## src/rtl/pipe_hazard_pkg.sv

```systemverilog
// pipe_hazard_pkg
//   Shared definitions for the pipeline hazard sequencer: FSM state
//   encoding and the default parameter values used by pipe_hazard_ctrl.
package pipe_hazard_pkg;

    // Encoding 2'd3 is unused; the sequencer recovers from it to RUN.
    typedef enum logic [1:0] {
        RUN     = 2'd0,
        FLUSH   = 2'd1,
        MD_WAIT = 2'd2
    } haz_state_t;

    localparam int DEF_REG_W     = 5;
    localparam int DEF_MD_CYCLES = 4;
    localparam int DEF_CNT_W     = 16;

    // Width of the inline mult/div countdown (MD_CYCLES is at most 15).
    localparam int MD_CNT_W = 4;

endpackage

```

## src/rtl/hazard_sat_cnt.sv

```systemverilog
// hazard_sat_cnt
//   Up-counter that sticks at all-ones instead of wrapping.
//   Ports:
//     clk_i  - clock, rising edge
//     clr_i  - asynchronous clear, active-high
//     en_i   - count enable, sampled on the rising edge
//     cnt_o  - current count
module hazard_sat_cnt #(
    parameter int W = 16
) (
    input  logic         clk_i,
    input  logic         clr_i,
    input  logic         en_i,
    output logic [W-1:0] cnt_o
);

    logic [W-1:0] cnt_q;

    always_ff @(posedge clk_i or posedge clr_i) begin
        if (clr_i) begin
            cnt_q <= '0;
        end else if (en_i && (cnt_q != {W{1'b1}})) begin
            cnt_q <= cnt_q + 1'b1;
        end
    end

    assign cnt_o = cnt_q;

endmodule

```

## src/rtl/pipe_hazard_ctrl.sv

```systemverilog
// pipe_hazard_ctrl
//   Hazard/stall sequencer for the 5-stage pipeline. Handles load-use
//   stalls, taken branch/jump redirects resolved in ID, and the front-end
//   hold while a multi-cycle mult/div runs.
//   Ports:
//     i_clk, i_rst           - clock; asynchronous active-high reset
//     i_ifid_rs, i_ifid_rt   - source registers of the instruction in ID
//     i_idex_rt              - destination of the instruction in EX
//     i_idex_mem_read        - EX instruction is a load
//     i_branch_taken, i_jump - ID redirect requests
//     i_md_start             - ID instruction is mult/div
//     o_pc_write, o_ifid_write, o_if_flush, o_idex_bubble, o_hold
//                            - pipeline control (Mealy: state + inputs)
//     o_state                - current FSM state
//     o_stall_cnt            - edges on which the PC was held (saturating)
//   Build option: define HAZ_STALL_CNT_EN to implement o_stall_cnt;
//   otherwise no counter flops exist and o_stall_cnt reads 0.
module pipe_hazard_ctrl
    import pipe_hazard_pkg::*;
#(
    parameter int REG_W     = DEF_REG_W,
    parameter int MD_CYCLES = DEF_MD_CYCLES,
    parameter int CNT_W     = DEF_CNT_W
) (
    input  logic             i_clk,
    input  logic             i_rst,
    input  logic [REG_W-1:0] i_ifid_rs,
    input  logic [REG_W-1:0] i_ifid_rt,
    input  logic [REG_W-1:0] i_idex_rt,
    input  logic             i_idex_mem_read,
    input  logic             i_branch_taken,
    input  logic             i_jump,
    input  logic             i_md_start,
    output logic             o_pc_write,
    output logic             o_ifid_write,
    output logic             o_if_flush,
    output logic             o_idex_bubble,
    output logic             o_hold,
    output logic [1:0]       o_state,
    output logic [CNT_W-1:0] o_stall_cnt
);

    haz_state_t          state_q, state_d;
    logic [MD_CNT_W-1:0] md_cnt_q, md_cnt_d;

    logic load_use;
    logic pc_write_c, ifid_write_c, if_flush_c, idex_bubble_c, hold_c;

    // r0 is hard-wired zero, so a load targeting it never creates a hazard.
    assign load_use = i_idex_mem_read && (i_idex_rt != '0) &&
                      ((i_idex_rt == i_ifid_rs) || (i_idex_rt == i_ifid_rt));

    always_comb begin
        pc_write_c    = 1'b1;
        ifid_write_c  = 1'b1;
        if_flush_c    = 1'b0;
        idex_bubble_c = 1'b0;
        hold_c        = 1'b0;
        state_d       = state_q;
        md_cnt_d      = md_cnt_q;

        case (state_q)
            RUN: begin
                if (load_use) begin
                    // Redirects and mult/div wait until the load has moved on.
                    pc_write_c    = 1'b0;
                    ifid_write_c  = 1'b0;
                    idex_bubble_c = 1'b1;
                end else if (i_branch_taken || i_jump) begin
                    if_flush_c = 1'b1;
                    state_d    = FLUSH;
                end else if (i_md_start) begin
                    md_cnt_d = MD_CNT_W'(MD_CYCLES - 1);
                    state_d  = MD_WAIT;
                end
            end
            FLUSH: begin
                // ID holds the flushed NOP; only a load-use can still matter.
                if (load_use) begin
                    pc_write_c    = 1'b0;
                    ifid_write_c  = 1'b0;
                    idex_bubble_c = 1'b1;
                end
                state_d = RUN;
            end
            MD_WAIT: begin
                pc_write_c    = 1'b0;
                ifid_write_c  = 1'b0;
                idex_bubble_c = 1'b1;
                hold_c        = 1'b1;
                if (md_cnt_q == '0) begin
                    state_d = RUN;
                end else begin
                    md_cnt_d = md_cnt_q - 1'b1;
                end
            end
            default: begin
                state_d = RUN;
            end
        endcase
    end

    always_ff @(posedge i_clk or posedge i_rst) begin
        if (i_rst) begin
            state_q  <= RUN;
            md_cnt_q <= '0;
        end else begin
            state_q  <= state_d;
            md_cnt_q <= md_cnt_d;
        end
    end

    // Reset forces the idle control pattern even if hazard inputs are active.
    assign o_pc_write    = pc_write_c    | i_rst;
    assign o_ifid_write  = ifid_write_c  | i_rst;
    assign o_if_flush    = if_flush_c    & ~i_rst;
    assign o_idex_bubble = idex_bubble_c & ~i_rst;
    assign o_hold        = hold_c        & ~i_rst;
    assign o_state       = state_q;

`ifdef HAZ_STALL_CNT_EN
    hazard_sat_cnt #(
        .W (CNT_W)
    ) u_stall_cnt (
        .clk_i (i_clk),
        .clr_i (i_rst),
        .en_i  (~o_pc_write),
        .cnt_o (o_stall_cnt)
    );
`else
    assign o_stall_cnt = '0;
`endif

endmodule

```

## config.mk

```make
export PLATFORM = sky130hd
export DESIGN_NAME = pipe_hazard_ctrl
export DESIGN_NICKNAME = d
export VERILOG_FILES = /design/src/rtl/pipe_hazard_pkg.sv /design/src/rtl/hazard_sat_cnt.sv /design/src/rtl/pipe_hazard_ctrl.sv
export SDC_FILE = /design/constraint.sdc
export NUM_CORES = 1
export LEC_CHECK = 0
export ABC_CLOCK_PERIOD_IN_PS = 2300
export CORE_UTILIZATION = 38
export CTS_BUF_LIST = sky130_fd_sc_hd__clkbuf_8
export DETAILED_ROUTE_END_ITERATION = 8
export PLACE_DENSITY = 0.92
export SYNTH_ARGS = -nofsm -noshare
export SYNTH_HDL_FRONTEND = slang
export SYNTH_HIERARCHICAL = 1
export SYNTH_SLANG_ARGS = --single-unit
```

## constraint.sdc

```tcl
create_clock -name i_clk -period 2.3 [get_ports i_clk]
set_input_delay 0.46 -clock i_clk [delete_from_list [all_inputs] [get_ports i_clk]]
set_output_delay 0.46 -clock i_clk [all_outputs]
set_load 0.02 [all_outputs]
```

# Word-level counts from Yosys, hierarchy flattened
# Cells that the tools add are included.
# totals
regBits	6
input_bits	21
word_cells	47
# op_classes
add_sub_neg	1
n_eq_ne	10
muxes	18
bitwise_logic	5
n_reduce_logical	11
# ops
operator	count
$mux W4	4
$eq A5 B5 Y1	2
$ne A2 B2 Y1 const B	5
$mux W2	4
$pmux W4 S2	1
$mux W1	6
$reduce_and A5 Y1	1
$reduce_bool A5 Y1	1
$logic_not A4 Y1	1
$pmux W1 S2	2
$pmux W2 S2	1
$sub A4 B1 Y4 const B	1
$and A1 B1 Y1	3
$ne A3 B3 Y1 const B	1
$reduce_and A3 Y1	1
$eq A2 B1 Y1 const B	1
$eq A2 B2 Y1 const B	1
$logic_and A1 B1 Y1	2
$logic_not A2 Y1	1
$logic_or A1 B1 Y1	2
$reduce_bool A2 Y1	1
$reduce_or A2 Y1	1
$not A1 Y1	1
$or A1 B1 Y1	1

# Logic depth before layout (Yosys ltp)
# Gate-level depths: netlist (run 1).
# depth
word_depth	6
depth_mapped	7
mapped_depth_nobuf	7

# Worst setup path before layout (run 1)
# OpenSTA, ideal clock, no wires.
# synth_timing
kind	input -> output
start	input i_idex_rt[1]
end	output o_pc_write
t_arrival_ns	1.851
required_ns	1.840
slack_ns	-0.011
stages	5
path_buffers	1
cell_sequence	or4_4 -> o21ai_2 -> a21oi_4 -> a21oi_1 -> buf_4
# synth_via
elab_chain_len	6
# synth_rtl
element	line	rtl
from (decl)	pipe_hazard_ctrl.sv:29	input logic [REG_W-1:0] i_idex_rt,
$eq A5 B5 Y1 / $reduce_bool A5 Y1 (equally long branches)	pipe_hazard_ctrl.sv:51, pipe_hazard_ctrl.sv:50	
$logic_or A1 B1 Y1 / $logic_and A1 B1 Y1 (equally long branches)	pipe_hazard_ctrl.sv:51, pipe_hazard_ctrl.sv:50	
$logic_and A1 B1 Y1 (*)	pipe_hazard_ctrl.sv:50	assign load_use = i_idex_mem_read && (i_idex_rt != '0) &&
$mux W1 (*)	-	
$pmux W1 S2 (*)	-	
$or A1 B1 Y1 (*)	-	
to (decl)	pipe_hazard_ctrl.sv:34	output logic o_pc_write,
# Every way passes the cells marked *; elsewhere a longest branch is shown, timed or not.

# Worst setup path after layout (run 1)
# layout_timing
start	input i_idex_rt[3]
end	output o_if_flush
# layout_via
elab_chain_len	6
# layout_rtl
element	line	rtl
$eq A5 B5 Y1 / $reduce_bool A5 Y1 (equally long branches)	pipe_hazard_ctrl.sv:51, pipe_hazard_ctrl.sv:50	
$logic_or A1 B1 Y1 / $logic_and A1 B1 Y1 (equally long branches)	pipe_hazard_ctrl.sv:51, pipe_hazard_ctrl.sv:50	
$logic_and A1 B1 Y1 (*)	pipe_hazard_ctrl.sv:50	
$mux W1 (*)	pipe_hazard_ctrl.sv:64	if (load_use) begin
$mux W1 (*)	pipe_hazard_ctrl.sv:62	case (state_q)
$and A1 B1 Y1 (*)	pipe_hazard_ctrl.sv:116	assign o_if_flush = if_flush_c & ~i_rst;
to (decl)	pipe_hazard_ctrl.sv:36	output logic o_if_flush,
# Marks and branches as above.

==> qor.txt, run 1 <==
area delta synth->final -> 46.8%
Setup crit start -> i_idex_rt[3]
Final Critical Period -> 2.24 ns
RePlAce Congestion -> 0.816
vias in the first global route -> 623
drt wl/cell -> 11.6 um
initial drt markers -> 6
Final period util -> 97.6%
FILL cells -> 163
clk_skew -> 0.000902 ns
CTS max path bufs -> 2
worst-path fanout max -> 4
Net Sw Frac -> 41.3%
post-detail-place hpwl -> 1390 um
post-synthesis cell area -> 724 um^2
Netlist cell types -> 34
Detail Route Antenna Nets -> 0
CTS sink cnt -> 6
placed inst area -> 1010 um^2
IO Count -> 44
first-pass GRT wire length -> 2640 um
largest family of logic cells by synthesized area -> simple AND/OR/NAND/NOR gates
ant diodes -> 0
Post-synth EDFFs -> 0
initial antenna violation count -> 0
post-synthesis compound-gate area fraction -> 19.2%
Post-Synth XOR/XNOR Area -> 12.1%
overall power -> 0.734 mW
Final Slew Violations -> 0
fmax -> 0.446 GHz
Max IR drop VDD -> 0.000379 V
H-tree Lvls -> 1
CP endpoint -> o_if_flush
MaxCap Viol Count -> 0
Synth Area in Simple Gates -> 23.3%
register area share after synthesis -> 20.7%
layout cell share with drive strength beyond 1 -> 27.8%
CP Launch Type -> input pin
Primary FF master, synth -> dfrtp_1
pre-CTS setup slack -> -0.739 ns
post-synthesis mux area share -> 0%
# hold bufs at CTS -> 0
Critical-path top delay cell -> or4_4
Final setup viols -> 0
TritonCTS clock tree -> built
average vias per placed instance -> 4.69
Clk network pwr share -> 21.1%
#FFs+latches synth -> 6
power share of the sequential group -> 26.2%
clk_lat worst skew -> 0.22 ns
largest net degree at the start of global routing -> 10
CP arrival -> 1.78 ns
Cell Chain, Critical Path -> buf_2, or4_4, o21ai_4, a21oi_4, nor4b_4, buf_4
Slowest Stage Delay on Critical Path -> 0.54 ns
final setup margin -> 0.0557 ns
Post-route DRC -> 0
Req. time, crit path -> 1.84 ns
post-layout util -> 60.3%
pwr dens -> 690 nW/um^2
Syn Area/Cell -> 8.94 um^2
cell count after synthesis -> 81
Vias -> 656
R2R setup slack -> 0.60 ns
Synth Area in Adders -> 3.45%
DRT Pass-1 Iters -> 4
clock transition at the registers of the reported paths -> 0.03 ns
combinational group share of total power -> 52.7%
warnings from Yosys -> 6
critical path endpoint category -> output port
Psw -> 0.303 mW
Static Leak -> 0.498 nW
Crit Path Class -> in2out
Int Pwr -> 0.431 mW
RSZ-0062 raised after global routing -> false
cts bufs inserted -> 3
Cell Rows -> 15
width of the die -> 45.7 um
IO buf count -> 27
Hold Crit Class -> reg2reg
initial core utilization -> 41.1%
GRT Residual Overflow -> 0
core area -> 1760 um^2
status -> finished, final reports clean
RR Startpoint -> md_cnt_q[0]$_DFFE_PP0P_
Hold Violations, Final -> 0
full die area -> 2080 um^2
CTS root buffer -> clkbuf_8
postcts setup bufs -> 0
Total Routing Usage GR -> 18.0%
Reg2Reg Capture Point -> md_cnt_q[0]$_DFFE_PP0P_
post-route cell area -> 1060 um^2
fraction of registers with async set/reset -> 100%
nets@finish -> 140
sum of negative setup slack -> 0 ns
Die Ht -> 45.7 um
R2R cell count -> 6
wirelength, routed -> 1620 um
## registers in the layout (all words and copies together), names as in the netlist
signal and count:
o_state 2, md_cnt_q 4
## cells in the final DEF, fill, tap and decap left out, types with 3 or more instances in the layout
cell and count:
a21oi_1 3, buf_2 5, buf_4 7, clkbuf_8 3, clkdlybuf4s50_1 11, conb_1 16
dfrtp_1 6, dlygate4sd2_1 6, inv_1 5, nor2_1 5, o21ai_0 4, xnor2_1 3
xor2_1 5
## synth_stat cells, types with 2 or more instances
master   number  share of area, %
buf_4        17                18
dfrtp_1       6                21
xor2_1        6               7.3
inv_1         5               2.6
nor2_1        5               2.6
a21oi_1       4               2.8
o21ai_0       4               2.8
xnor2_1       4               4.8
a31o_1        2               2.4
ha_1          2               3.5
nor2b_1       2               1.7
nor3_1        2               1.4
## cell families (layout without fill, tap and decap cells)
logic type	Yosys count	in the layout
and+or+nand+nor	21	21
xor gates and xnor gates	10	10
other	1	16
DFF	6	6
buffers and inverters	23	42
adders and majority gates	2	2
AOI/OAI and AO/OA	18	18
## cell type report
class	instances	area [um^2]	area share [%]
clock buffers	3	41.3	3.88
inverters	5	18.8	1.76
multi-input cells	67	523	49.2
flip-flops and latches	6	150	14.1
well taps	25	31.3	2.94
repair buffers	34	299	28.1
## routing by layer
metal  wire length, um  GRT usage, %
met5                 0             0
met4                 8          9.09
met3               129          4.37
met2               869          31.7
met1               613          19.9
## how the worst min path moves through the flow
| stage | cells past startpoint | endpoint | slack [ns] | start |
|---|---|---|---|---|
| 2_1_floorplan | 1 | md_cnt_q[0]$_DFFE_PP0P_ | 0.25 | i_rst |
| 3_3_place_gp | 1 | md_cnt_q[3]$_DFFE_PP0P_ | 0.55 | md_cnt_q[3]$_DFFE_PP0P_ |
| 3_5_place_dp | 1 | md_cnt_q[3]$_DFFE_PP0P_ | 0.57 | md_cnt_q[3]$_DFFE_PP0P_ |
| 4_1_cts | 1 | md_cnt_q[3]$_DFFE_PP0P_ | 0.58 | md_cnt_q[3]$_DFFE_PP0P_ |
| 5_1_grt | 1 | md_cnt_q[3]$_DFFE_PP0P_ | 0.60 | md_cnt_q[3]$_DFFE_PP0P_ |
| 6_report | 1 | md_cnt_q[3]$_DFFE_PP0P_ | 0.58 | md_cnt_q[3]$_DFFE_PP0P_ |
## critical path, delay by kind of cell
family | cells | cell delay (ns)
AOI/OAI and AO/OA | 2 | 0.23
buffers and inverters | 2 | 0.29
and+or+nand+nor | 2 | 0.81
## power by group through the flow
stage	sequential [mW]	combinational (mW)	clock [mW]
final	0.192	0.387	0.155
after global routing	0.202	0.418	0.165
after CTS	0.191	0.388	0.159
after detailed placement	0.193	0.390	0
after global placement	0.191	0.379	0
after floorplan	0.190	0.257	0
## stage by stage
step / instances / hold WS, ns
after floorplan: 96 / 0.251
after global placement: 137 / 0.554
after detailed placement: 137 / 0.570
after CTS: 140 / 0.577
after global routing: 140 / 0.603
final: 140 / 0.575
## what timing repair did
item / in CTS / in global routing
pin swaps: 11 / 5
endpoints found under the setup margin: 5 / 4
gates resized for setup: 45 / 3
No activity file was read; power rests on OpenSTA's default activity.
==> run 2: changes to the inputs <==
==> constraint.sdc (replaced) <==
create_clock -name i_clk -period 2.3 [get_ports i_clk]
set_input_delay 0.345 -clock i_clk [delete_from_list [all_inputs] [get_ports i_clk]]
set_output_delay 0.345 -clock i_clk [all_outputs]
set_load 0.02 [all_outputs]
==> qor.txt, run 2 (synthesis gave the netlist of run 1 again) <==
status -> finished, final reports clean
vias in the first global route -> 619
nets@finish -> 140
postcts setup bufs -> 0
R2R setup slack -> 0.56 ns
Hold Crit Class -> in2async
layout cell share with drive strength beyond 1 -> 21.7%
initial drt markers -> 27
Final setup viols -> 0
Cell Rows -> 15
clock transition at the registers of the reported paths -> 0.04 ns
Hold Violations, Final -> 0
wirelength, routed -> 1750 um
IO buf count -> 27
initial core utilization -> 41.1%
initial antenna violation count -> 0
Static Leak -> 0.485 nW
Detail Route Antenna Nets -> 0
largest net degree at the start of global routing -> 10
final setup margin -> 0.156 ns
Vias -> 674
Crit Path Class -> in2out
Final period util -> 93.2%
Largest Register -> md_cnt_q
Post-route DRC -> 0
DRT Pass-1 Iters -> 4
post-detail-place hpwl -> 1350 um
fmax -> 0.466 GHz
cts bufs inserted -> 3
pwr dens -> 713 nW/um^2
first-pass GRT wire length -> 2580 um
met3 usage -> 5.16%
GRT busiest layer -> met2
MaxCap Viol Count -> 0
CP Launch Type -> input pin
core area -> 1760 um^2
R2R cell count -> 6
Final Critical Period -> 2.14 ns
full die area -> 2080 um^2
ant diodes -> 0
Cell Chain, Critical Path -> clkdlybuf4s50_1, buf_4, xnor2_1, nand3_4, a21oi_4, a21oi_1, buf_2
Req. time, crit path -> 1.96 ns
RePlAce Congestion -> 0.764
CP arrival -> 1.80 ns
Critical-path top delay cell -> clkdlybuf4s50_1
average vias per placed instance -> 4.81
clk_lat worst skew -> 0.23 ns
CTS root buffer -> clkbuf_8
commonest non-fill, non-tap cell in the layout -> clkdlybuf4s50_1
width of the die -> 45.7 um
CTS max path bufs -> 2
RSZ-0062 raised after global routing -> false
met2 global-route usage -> 32.0%
RR Startpoint -> md_cnt_q[0]$_DFFE_PP0P_
most frequent cells in the layout -> 19 x clkdlybuf4s50_1, 16 x conb_1, 9 x buf_4
Final Slew Violations -> 0
pre-CTS setup slack -> -0.470 ns
worst-path fanout max -> 4
Max IR drop VDD -> 0.000381 V
# hold bufs at CTS -> 0
GRT Residual Overflow -> 0
critical path endpoint category -> output port
met1 Track Usage GR -> 19.6%
H-tree Lvls -> 1
CTS sink cnt -> 6
overall power -> 0.747 mW
Reg2Reg Capture Point -> md_cnt_q[0]$_DFFE_PP0P_
Total Routing Usage GR -> 17.4%
max reg flops -> 4
Slowest Stage Delay on Critical Path -> 0.46 ns
drt wl/cell -> 12.5 um
TritonCTS clock tree -> built
Die Ht -> 45.7 um
IO Count -> 44
clk_skew -> 0.00474 ns
area delta synth->final -> 44.7%
-- run 2: area by class of cell --
cell class | count | area, um^2
clock buffer | 3 | 41.3
fill | 167 | 716
inverter | 5 | 18.8
multi-input combinational | 67 | 493
sequential | 6 | 150
tap | 25 | 31.3
timing repair buffer | 34 | 314
-- run 2: repair_timing --
| action | CTS | global route |
|---|---|---|
| cloned | 0 | 0 |
| setup endpoints to repair | 4 | 4 |
| resized for setup | 18 | 6 |
| pin swaps | 2 | 5 |
-- run 2: how the worst max path moves through the flow --
stage	startpoint	endpoint	slack, ns	cells after the start
finish	i_idex_rt[0]	o_ifid_write	0.16	7
global route	i_idex_rt[0]	o_ifid_write	0.07	7
CTS	i_idex_rt[1]	o_if_flush	-0.009	6
detailed placement	i_idex_rt[1]	o_if_flush	-0.47	6
global placement	i_idex_rt[1]	o_if_flush	-0.45	6
floorplan	i_idex_rt[1]	o_pc_write	0.22	5
-- run 2: power breakdown --
group	total [mW]	internal (mW)	switching, mW	leakage, nW
registers	0.199	0.141	0.0579	0.0732
clock network	0.162	0.113	0.0491	0.0216
logic	0.386	0.178	0.208	0.390
total	0.747	0.432	0.315	0.485
-- run 2: critical path: cells and delay by family --
family / cells / cell delay, ns
xor gates and xnor gates: 1 / 0.24
buffers and inverters: 3 / 0.80
AOI/OAI and AO/OA: 2 / 0.32
and+or+nand+nor: 1 / 0.10
-- run 2: metrics by stage --
stage	instances	area [um^2]	utilization, %	hold WS [ns]	setup TNS, ns
floorplan	96	781	-	0.136	0
global placement	137	1000	56.9	0.547	-1.56
detailed placement	137	1000	56.9	0.558	-1.69
CTS	140	1030	58.2	0.499	-0.00910
global route	140	1050	59.4	0.529	0
finish	140	1050	59.4	0.490	0
-- run 2: layer usage --
| metal | wire length (um) | share of wire [%] |
|---|---|---|
| met1 | 648 | 37 |
| met2 | 946 | 54 |
| met3 | 151 | 8.6 |
| met4 | 4 | 0.23 |
| met5 | 0 | 0 |
